==> config.mk <==
export PLATFORM = sky130hd
export DESIGN_NAME = lzc_stream
export DESIGN_NICKNAME = d
export VERILOG_FILES = /design/src/rtl/lzc_pkg.sv /design/src/rtl/lzc_beat_enc.sv /design/src/rtl/lzc_stream.sv
export SDC_FILE = /design/constraint.sdc
export NUM_CORES = 1
export LEC_CHECK = 0
export BUFFER_PORTS_ARGS = -buffer_cell sky130_fd_sc_hd__buf_2
export CAP_MARGIN = 30
export CORE_UTILIZATION = 50
export DETAILED_ROUTE_END_ITERATION = 10
export PLACE_DENSITY_LB_ADDON = 0.05
export SYNTH_ARGS = -nofsm -noshare
export SYNTH_HDL_FRONTEND = slang
export SYNTH_SLANG_ARGS = --single-unit
export TNS_END_PERCENT = 10
==> constraint.sdc <==
create_clock -name CLK -period 4.1 [get_ports CLK]
set_clock_uncertainty 0.1 [all_clocks]
set_input_delay 0.82 -clock CLK [delete_from_list [all_inputs] [get_ports CLK]]
set_output_delay 0.82 -clock CLK [all_outputs]
set_load 0.005 [all_outputs]
==> src/rtl/lzc_pkg.sv <==
// Shared types and constants for the streaming leading-zero counter.
package lzc_pkg;

   typedef enum logic [1:0] {
      IDLE,
      ACCU,
      DONE
   } lzc_state_t;

   localparam int unsigned MODE_EARLY = 0;
   localparam int unsigned MODE_ONES  = 1;

   // Width needed to hold a count of 0..width*word inclusive.
   function automatic int unsigned lzc_zw(input int unsigned width, input int unsigned word);
      return $clog2(width * word + 1);
   endfunction

endpackage

==> src/rtl/lzc_beat_enc.sv <==
// Combinational per-beat priority encoder: leading zeros of one beat.
module lzc_beat_enc #(
   parameter int unsigned WIDTH = 8
) (
   input  logic [WIDTH-1:0]             operand,
   input  logic                         invert,
   output logic [$clog2(WIDTH+1)-1:0]   count,
   output logic                         nz
);

   localparam int unsigned CW = $clog2(WIDTH + 1);

   logic [WIDTH-1:0] op;

   // Scan LSB upward so the highest set bit is the one that sticks.
   always_comb begin
      op    = invert ? ~operand : operand;
      nz    = |op;
      count = CW'(WIDTH);
      for (int unsigned i = 0; i < WIDTH; i++) begin
         if (op[i]) begin
            count = CW'(WIDTH - 1 - i);
         end
      end
   end

endmodule

==> src/rtl/lzc_stream.sv <==
// Streaming leading-zero/one counter over a frame of WORD beats, MSB-first.
module lzc_stream
   import lzc_pkg::*;
#(
   parameter int unsigned WIDTH = 8,
   parameter int unsigned WORD  = 16,
   parameter int unsigned ZW    = lzc_zw(WIDTH, WORD)
) (
   input  logic             CLK,
   input  logic             RST,
   input  logic             IVALID,
   output logic             IREADY,
   input  logic [WIDTH-1:0] DATA,
   input  logic [1:0]       MODE,
   output logic [ZW-1:0]    ZEROS,
   output logic             ALLZERO,
   output logic             OVALID,
   input  logic             OREADY
);

   localparam int unsigned CW   = $clog2(WIDTH + 1);
   localparam int unsigned CNTW = $clog2(WORD);

   lzc_state_t       state;
   logic [ZW-1:0]    acc;
   logic             found;
   logic [1:0]       mode_q;
   logic [CNTW-1:0]  cnt;

   logic [CW-1:0]    beat_cnt;
   logic             beat_nz;
   logic             accept;
   logic [1:0]       mode_eff;
   logic [ZW-1:0]    acc_next;
   logic             found_next;
   logic             terminate;

   assign IREADY = (state != DONE);
   assign accept = IVALID && IREADY;

   lzc_beat_enc #(
      .WIDTH(WIDTH)
   ) u_enc (
      .operand(DATA),
      .invert (mode_eff[MODE_ONES]),
      .count  (beat_cnt),
      .nz     (beat_nz)
   );

   // First beat of a frame sees live MODE and a cleared accumulator, so both
   // cases share one next-value path.
   always_comb begin
      logic [ZW-1:0] acc_base;
      logic          found_base;
      mode_eff   = (state == IDLE) ? MODE : mode_q;
      acc_base   = (state == IDLE) ? '0 : acc;
      found_base = (state == IDLE) ? 1'b0 : found;
      acc_next   = found_base ? acc_base : acc_base + ZW'(beat_cnt);
      found_next = found_base | beat_nz;
      terminate  = (mode_eff[MODE_EARLY] && beat_nz && !found_base) ||
                   ((state == ACCU) && (cnt == CNTW'(WORD - 1)));
   end

   // Frame FSM, accumulator, beat counter and registered result.
   always_ff @(posedge CLK) begin
      if (RST) begin
         state   <= IDLE;
         acc     <= '0;
         found   <= 1'b0;
         mode_q  <= '0;
         cnt     <= '0;
         ZEROS   <= '0;
         ALLZERO <= 1'b0;
         OVALID  <= 1'b0;
      end else begin
         case (state)
            IDLE, ACCU: begin
               if (accept) begin
                  if (state == IDLE) begin
                     mode_q <= MODE;
                  end
                  acc   <= acc_next;
                  found <= found_next;
                  if (terminate) begin
                     state   <= DONE;
                     cnt     <= '0;
                     ZEROS   <= acc_next;
                     ALLZERO <= ~found_next;
                     OVALID  <= 1'b1;
                  end else begin
                     state <= ACCU;
                     cnt   <= cnt + 1'b1;
                  end
               end
            end
            DONE: begin
               if (OREADY) begin
                  state   <= IDLE;
                  ZEROS   <= '0;
                  ALLZERO <= 1'b0;
                  OVALID  <= 1'b0;
               end
            end
            default: state <= IDLE;
         endcase
      end
   end

endmodule

Word level (Yosys, flattened, before mapping)
Index checks and enable logic that the tools add are counted.
{"block": "op_classes", "n_addsub": 2, "n_eq_ne": 7, "muxes": 29, "bitwise": 3, "n_reduce_logical": 13}
{"op": "two-way mux 8 bit", "count": 6}
{"op": "two-way mux 4 bit", "count": 9}
{"op": "case mux 8 bit (2 select lines)", "count": 1}
{"op": "adder 8 x 4 -> 8 bit", "count": 1}
{"op": "two-way mux 2 bit", "count": 4}
{"op": "!= test 2 bit (second input constant)", "count": 4}
{"op": "inverter 8 bit", "count": 1}
{"op": "OR reduction 8 bit", "count": 1}
{"op": "two-way mux 1 bit", "count": 6}
{"op": "adder 4 x 1 -> 4 bit (second input constant)", "count": 1}
{"op": "== test 4 bit (second input constant)", "count": 1}
{"op": "logical AND 1 bit", "count": 4}
{"op": "case mux 1 bit (2 select lines)", "count": 2}
{"op": "case mux 2 bit (2 select lines)", "count": 1}
{"op": "AND reduction 2 bit", "count": 2}
{"op": "AND reduction 4 bit", "count": 1}
{"op": "== test 2 x 1 -> 1 bit (second input constant)", "count": 1}
{"op": "== test 2 bit (second input constant)", "count": 1}
{"op": "zero test 2 bit", "count": 1}
{"op": "nonzero test 2 bit", "count": 1}
{"op": "OR reduction 2 bit", "count": 1}
{"op": "zero test 1 bit", "count": 1}
{"op": "logical OR 1 bit", "count": 1}
{"op": "inverter 1 bit", "count": 1}
{"op": "OR 1 bit", "count": 1}
{"block": "word_totals", "register_bits": 27, "inputBits": 14, "out_inout_bits": 11, "elab_cells": 62}

Depth between registers and ports, before layout
Gate-level depths: netlist of the first run.
{"block": "logic_depth", "ltp_word": 16, "ltp_mapped": 13, "mapped_depth_nobuf": 13}

Modules after synthesis
From an unflattened synthesis of the first run, not the netlist that was laid out.
{"block": "unflattened", "cells_unflattened": 213, "hier_area_um2": 1687.9}
{"mod": "lzc_stream", "instances": 1, "cells_each": 180, "area_per_inst_um2": 1488.9, "seq_area_each_um2": 540.5}
{"mod": "lzc_beat_enc", "instances": 1, "cells_each": 33, "area_per_inst_um2": 198.9, "seq_area_each_um2": 0.0}

Worst setup path before layout of the first run
No wires, ideal clock.
{"block": "synth_timing", "kind": "input-to-reg", "startpoint": "in MODE[1]", "endpoint": "reg ZEROS[4]", "setup_time_ps": 60, "arrival_ps": 3201, "required_time_ps": 3940, "path_slack_ps": 740, "stages": 11, "n_path_buf": 0, "cell_sequence": "or3b_4 > nand2_1 > nand2_1 > a311o_1 > o41a_1 > fa_1 > nand2b_1 > a21oi_1 > o21ai_0 > a221oi_1 > a41o_1"}
{"block": "synth_via", "elab_chain_len": 15, "word_cells_on_any_way": 21, "cone_classes": "1 x add/sub; 1 x eq/ne; 14 x mux; 5 x reduce/logical"}
{"element": "start, declared", "line_no": "lzc_stream.sv:14", "text": "input logic [1:0] MODE,"}
{"element": "two-way mux 2 bit *"}
{"element": "two-way mux 8 bit *", "line_no": "lzc_beat_enc.sv:17", "text": "op = invert ? ~operand : operand;"}
{"element": "two-way mux 4 bit (8 in series)", "line_no": "lzc_beat_enc.sv:21", "text": "if (op[i]) begin"}
{"element": "adder 8 x 4 -> 8 bit", "line_no": "lzc_stream.sv:58", "text": "acc_next = found_base ? acc_base : acc_base + ZW'(beat_cnt);"}
{"element": "two-way mux 8 bit", "line_no": "lzc_stream.sv:58"}
{"element": "two-way mux 8 bit", "line_no": "lzc_stream.sv:84", "text": "if (terminate) begin"}
{"element": "two-way mux 8 bit", "line_no": "lzc_stream.sv:78", "text": "if (accept) begin"}
{"element": "case mux 8 bit (2 select lines)", "line_no": "lzc_stream.sv:76", "text": "case (state)"}
{"element": "end signal, assigned", "line_no": "lzc_stream.sv:87", "text": "ZEROS <= acc_next;"}
{"element": "end, declared", "line_no": "lzc_stream.sv:15", "text": "output logic [ZW-1:0] ZEROS,"}
Every way passes the cells marked *; elsewhere a longest branch is shown, timed or not. The select of a mux whose other input is x is not followed.
A chain may end at the register's enable or synchronous reset.

Final worst setup path of the first run
Ends and elaborated chain as after synthesis.

==> flow_summary.ini, run 1 <==
[clock_tree]
cts_setup_buffers = 0
clk_path_buf_depth = 2
cts.clk_slew.worst_paths_ns = 0.16
hold_buffers = 0
cts_sinks = 27
cts_made_buffers = 3
cts_tree = yes
cts_root_buffer = clkbuf_4
htreeDepth = 1
insertion_delay_ns = 0.34
cts_resized = 0

[synthesis]
synth_flop_cell = dfxtp_1
synth_edf_count = 0
yosysUniqueCellTypes = 52
syn_area_um2 = 1730
synthesis.nets = 238
async_flop_share_pct = 0
yosys_warnings = 0
postSynthAreaPerCell_um2 = 7.94
syn_inst = 218
ys_seq_area_share_pct = 31.2
synth-seq-cells = 27

[grt]
grt_max_degree = 28
grt_util_all_layers_pct = 23.3
grt_pass1_wl_um = 6350
antenna_found_initial = 0
gr-total-overflow = 0
grt_pass1_vias = 1388

[layout]
drive_above_1_share_pct = 15.3
final_core_util_pct = 56.3
n_antenna_cell = 0
fillCellCount = 325
num-nets-final = 256
area.growth.synth_to_final_pct = 8.53

[floorplanning]
pin_count = 25
start_util_pct = 51.9
rows = 21
core-area_um2 = 3340
die_w_um = 60.9
fp.dieH_um = 60.9
dieArea_um2 = 3700

[timing]
fmax_mhz = 302
min_period_ns = 3.31
worst_pin_slew_ns = 0.641
grt_setup_unrepaired = no
setup_slack_ns = 0.793
finalHoldViolCount = 0
relSlewSlack_pct = 57.2
setup_viol = 0
finalMaxSlewViolations = 0
tns_ns = 0
finalCritPeriodShare_pct = 80.7

[setup_path]
r2r-start = state[0]$_SDFFE_PP0P_
crit_path_frequent_cell = nand2_1
cp_max_fo = 7
reg2reg_to = ZEROS[4]$_SDFFE_PP0P_
crit_path_top_delay_cell = fa_1
critical_path_required_ns = 4.30
crit_type = input port to register
arrival_ns = 3.51
end_kind = register
worst_setup_path_start_kind = input port
crit_chain = buf_2 > or3b_4 > nand2_1 > nand2_1 > a311o_1 > o41a_1 > fa_1 > nand2b_1 > a21oi_1 > o21ai_0 > a221oi_1 > a41o_1
max_stage_delay_ns = 0.47
r2r_setup_slack_ns = 0.83
reg2reg_depth = 11

[drt]
num_vias = 1669
via_per_inst = 5.94
route.detailed.drc = 0
routed_wl_um = 4030
antenna_left = 0
dr.pass1.iters = 5
drt-initial-drc-count = 128
drt-wirelength-per-cell_um = 14.4

[min_path]
hold_path_end = OVALID$_SDFFE_PP0P_
hold_class = register to register
hp-start = OVALID$_SDFFE_PP0P_
whs_path_depth = 2

[placed_design]
dpl.hpwl_um = 2930
gp_congestion = 0.860
post-place-ws_ns = 0.422
port_buffers = 24

[pwr]
power_density_nw_per_um2 = 269
ir_drop_uv = 153
leakage_nw = 0.782
finalPower_mw = 0.506

[run]
maxCapViolCount = 0

[run_status]
status = complete, no violations
==> sequential cells by signal, indices dropped and copies added, names as in the netlist <==
name	count
found	1
OVALID	1
acc	8
mode_q	2
ZEROS	8
cnt	4
state	2
ALLZERO	1
==> layer usage <==
metal / track usage [%] / routed length, um / part of all wire [%]
met3: 3.20 / 159 / 3.9
met2: 39.1 / 1980 / 49
met4: 6.82 / 33 / 0.82
met5: 0 / 0 / 0
met1: 31.3 / 1860 / 46
==> cell families (layout without fill, tap and decap cells) <==
group / count (synthesis) / count (layout) / share of synthesized area, %
AOI/OAI and AO/OA: 57 / 57 / 21.8
buffers and inverters: 20 / 37 / 5.49
adders and majority gates: 6 / 6 / 4.77
xor gates and xnor gates: 2 / 2 / 1.01
muxes: 8 / 8 / 4.62
and+or+nand+nor: 98 / 98 / 31.1
DFF: 27 / 27 / 31.2
==> how the worst max path moves through the flow <==
stage                           from               endpoint  slack, ns  depth (start not counted)
2_1_floorplan                MODE[1]  ZEROS[4]$_SDFFE_PP0P_       0.74                         11
3_3_place_gp                 MODE[1]  ZEROS[4]$_SDFFE_PP0P_       0.54                         12
3_5_place_dp                 MODE[1]  ZEROS[4]$_SDFFE_PP0P_       0.42                         12
4_1_cts                      MODE[1]  ZEROS[4]$_SDFFE_PP0P_       0.77                         12
6_report                     MODE[1]  ZEROS[4]$_SDFFE_PP0P_       0.79                         12
5_1_grt        state[0]$_SDFFE_PP0P_  ZEROS[4]$_SDFFE_PP0P_       0.47                         11
==> area by class of cell <==
type	instances	area, um2	share of cell area [%]
clock buffers	3	22.5	1.20
multi-input cells	171	1100	58.3
clock inverters	1	5.00	0.266
inverters	8	30.0	1.60
flip-flops and latches	27	541	28.8
repair buffers	25	128	6.79
well taps	46	57.6	3.06
==> cells in the mapped netlist (2+ instances only) <==
| cell type | instances | area (um2) |
|---|---|---|
| dfxtp_1 | 27 | 541 |
| nor3b_1 | 3 | 22.5 |
| and3_1 | 2 | 12.5 |
| clkbuf_1 | 8 | 30.0 |
| o31ai_1 | 3 | 22.5 |
| nand2b_1 | 7 | 43.8 |
| nor2b_1 | 5 | 31.3 |
| nor3_1 | 4 | 20.0 |
| nor4_1 | 2 | 12.5 |
| nand4_1 | 14 | 87.6 |
| a22oi_1 | 2 | 15.0 |
| nor4b_2 | 2 | 30.0 |
| a21o_1 | 3 | 22.5 |
| o41ai_1 | 2 | 17.5 |
| mux2i_1 | 8 | 80.1 |
| nor2_1 | 22 | 82.6 |
| a21oi_1 | 14 | 70.1 |
| inv_1 | 8 | 30.0 |
| ha_1 | 5 | 62.6 |
| nand3_1 | 8 | 40.0 |
| a31o_2 | 2 | 17.5 |
| nand2_1 | 18 | 67.6 |
| o21ai_0 | 14 | 70.1 |
| a211oi_1 | 3 | 22.5 |
| and2_1 | 4 | 25.0 |
| buf_6 | 2 | 22.5 |
==> stage by stage <==
step	hold slack, ns	instances	cell area, um2
after global placement	0.355	277	1850
final	0.388	281	1880
after CTS	0.388	281	1880
after detailed placement	0.365	277	1850
after global routing	0.422	281	1880
after floorplan	0.344	218	1730
==> worst max-delay path: cells and delay by family <==
kind	cells	cell delay, ns
AOI/OAI and AO/OA	6	1.28
adders and majority gates	1	0.47
buffers and inverters	1	0.08
and+or+nand+nor	4	0.84
==> report_power, final <==
part	total, mW	internal (mW)	switching, mW
sequential	0.283	0.272	0.0107
combinational	0.102	0.0394	0.0628
clock	0.121	0.0367	0.0845
total	0.506	0.348	0.158
==> layout by cell type (no fill, tap or decap), drive strengths merged, types with 5 or more instances in the layout <==
cell type / n
mux2i: 8
nand2: 18
buf: 25
a21oi: 14
ha: 5
inv: 8
nand3: 8
dfxtp: 27
nand2b: 7
nand4: 15
o21ai: 15
nor2b: 5
nor2: 22
Power figures use the tool's default switching activity.
==> run 2, diff against run 1 <==
- clock period: 4.1 -> 3.1 ns (I/O delays scaled with it)
==> run 2 against run 1 <==
Effect of this change:
- wire length rose by 6.0%
- utilization rose by 3.0 points
- count of clock-buffer cells in the layout did not move
- register-to-register slack got worse by 0.65 ns
- sequential share of layout area fell by 1.5 points
- sequential cell count did not move
- setup slack got worse by 0.61 ns
- sequential power rose by 31%
==> flow_summary.ini, run 2 (synthesis results as in run 1) <==
[layout]
stdcell_area_um2 = 1980
num-nets-final = 268
top_regs = ZEROS x8, acc x8, cnt x4
area.growth.synth_to_final_pct = 14.3
drive_above_1_share_pct = 20.6
layout_common_cells = 27 x dfxtp_1, 24 x buf_2, 22 x nor2_1
n_antenna_cell = 0
final_core_util_pct = 59.3
final_common_cell = dfxtp_1

[grt]
use_met3_pct = 1.92
grt-busiest-layer = met2
grt_use_met1_pct = 32.4
grt_max_degree = 28
antenna_found_initial = 0
grt_pass1_vias = 1443
gr-total-overflow = 0
grt_util_all_layers_pct = 23.5
grt_use_met2_pct = 39.1
grt_pass1_wl_um = 6500

[floorplanning]
rows = 21
pin_count = 25
fp.dieH_um = 60.9
core-area_um2 = 3340
die_w_um = 60.9
start_util_pct = 51.9
dieArea_um2 = 3700

[min_path]
whs_path_depth = 2
hold_path_end = ZEROS[6]$_SDFFE_PP0P_
hold_class = register to register
hp-start = ZEROS[6]$_SDFFE_PP0P_

[clock_tree]
htreeDepth = 1
clk_path_buf_depth = 2
insertion_delay_ns = 0.34
cts_root_buffer = clkbuf_4
cts_setup_buffers = 0
cts_made_buffers = 3
cts.clk_slew.worst_paths_ns = 0.16
hold_buffers = 0
cts_sinks = 27
cts_tree = yes

[timing]
relSlewSlack_pct = 54.5
hold_ws_ns = 0.387
finalCritPeriodShare_pct = 94.1
worst_pin_slew_ns = 0.683
finalHoldViolCount = 0
min_period_ns = 2.92
finalMaxSlewViolations = 0
grt_setup_unrepaired = no
fmax_mhz = 343
setup_viol = 0
tns_ns = 0

[setup_path]
worst-path-buf-inv = 0
critical_path_required_ns = 3.27
worst_setup_path_start_kind = register
crit_type = register to register
max_stage_delay_ns = 0.46
crit_path_top_delay_cell = fa_1
r2r_setup_slack_ns = 0.18
end_kind = register
arrival_ns = 3.09
r2r-start = state[1]$_SDFFE_PP0P_
reg2reg_depth = 11
crit_family = compound AO/OA/AOI/OAI gates
crit_path_frequent_cell = nand2_1
reg2reg_to = acc[6]$_SDFFE_PP0P_
cp_max_fo = 3
crit_chain = or3b_4 > nand2_2 > nand2_1 > a311o_1 > o41a_1 > fa_1 > nand2b_1 > a211oi_1 > mux2i_1 > nand2_1 > a21oi_1

[placed_design]
gp_congestion = 0.841
place_area_um2 = 1950
port_buffers = 24
dpl.hpwl_um = 3180

[drt]
via_per_inst = 5.96
drt-initial-drc-count = 83
routed_wl_um = 4280
num_vias = 1746
antenna_left = 0
route.detailed.drc = 0
dr.pass1.iters = 4
drt-wirelength-per-cell_um = 14.6

[pwr]
leakage_nw = 0.839
finalPower_mw = 0.688
power_density_nw_per_um2 = 348
ir_drop_uv = 177

[run]
maxCapViolCount = 0

[run_status]
status = complete, no violations
run 2: changes by cell type in the layout (fill, tap and decap cells not counted):
cell,change
o21ai_0,-1
nand2_1,-1
buf_4,+12
a21oi_1,-1
nand2_2,+1
o21ai_2,+1
a21oi_2,+1
run 2: worst max-delay path by stage:
stage	start	endpoint	slack, ns	cells after the start
floorplan	MODE[1]	acc[6]$_SDFFE_PP0P_	0.02	11
global placement	MODE[1]	acc[6]$_SDFFE_PP0P_	-0.07	12
detailed placement	MODE[1]	acc[6]$_SDFFE_PP0P_	-0.14	12
CTS	state[0]$_SDFFE_PP0P_	ZEROS[4]$_SDFFE_PP0P_	0.1	13
global route	state[1]$_SDFFE_PP0P_	ZEROS[4]$_SDFFE_PP0P_	0.002	11
finish	state[1]$_SDFFE_PP0P_	acc[6]$_SDFFE_PP0P_	0.18	11
run 2: power by group:
| group | switching [mW] | internal, mW | total [mW] |
|---|---|---|---|
| sequential | 0.0111 | 0.360 | 0.371 |
| combinational | 0.0922 | 0.0614 | 0.154 |
| clock | 0.115 | 0.0486 | 0.163 |
| total | 0.218 | 0.470 | 0.688 |
run 2: per-stage QoR:
| step | setup WS [ns] | instances |
|---|---|---|
| final | 0.182 | 293 |
| after global routing | 0.00248 | 293 |
| after CTS | 0.0951 | 293 |
| after detailed placement | -0.138 | 289 |
| after global placement | -0.0711 | 289 |
| after floorplan | 0.0150 | 218 |
run 2: final cells by class:
type / instances / area [um2]
fill: 326 / 1360
multi-input combinational: 171 / 1110
sequential: 27 / 541
timing repair buffer: 37 / 218
tap: 46 / 57.6
inverter: 8 / 30.0
clock buffer: 3 / 22.5
clock inverter: 1 / 5.00
run 2: timing repair:
action | in CTS | in global routing
endpoints found under the hold margin | 0 | 0
endpoints found under the setup margin | 0 | 5
gates resized for setup | 0 | 2
run 2: worst min-delay path, cell delays in order (launching register included):
cell and delay, ns:
dfxtp_1 0.35, nand4_1 0.06, o21ai_1 0.05
run 2: layer usage:
metal	routed length [um]	up-vias
met2	2060	29
met5	0	-
met1	2050	843
li1	-	868
met3	108	6
met4	58	0
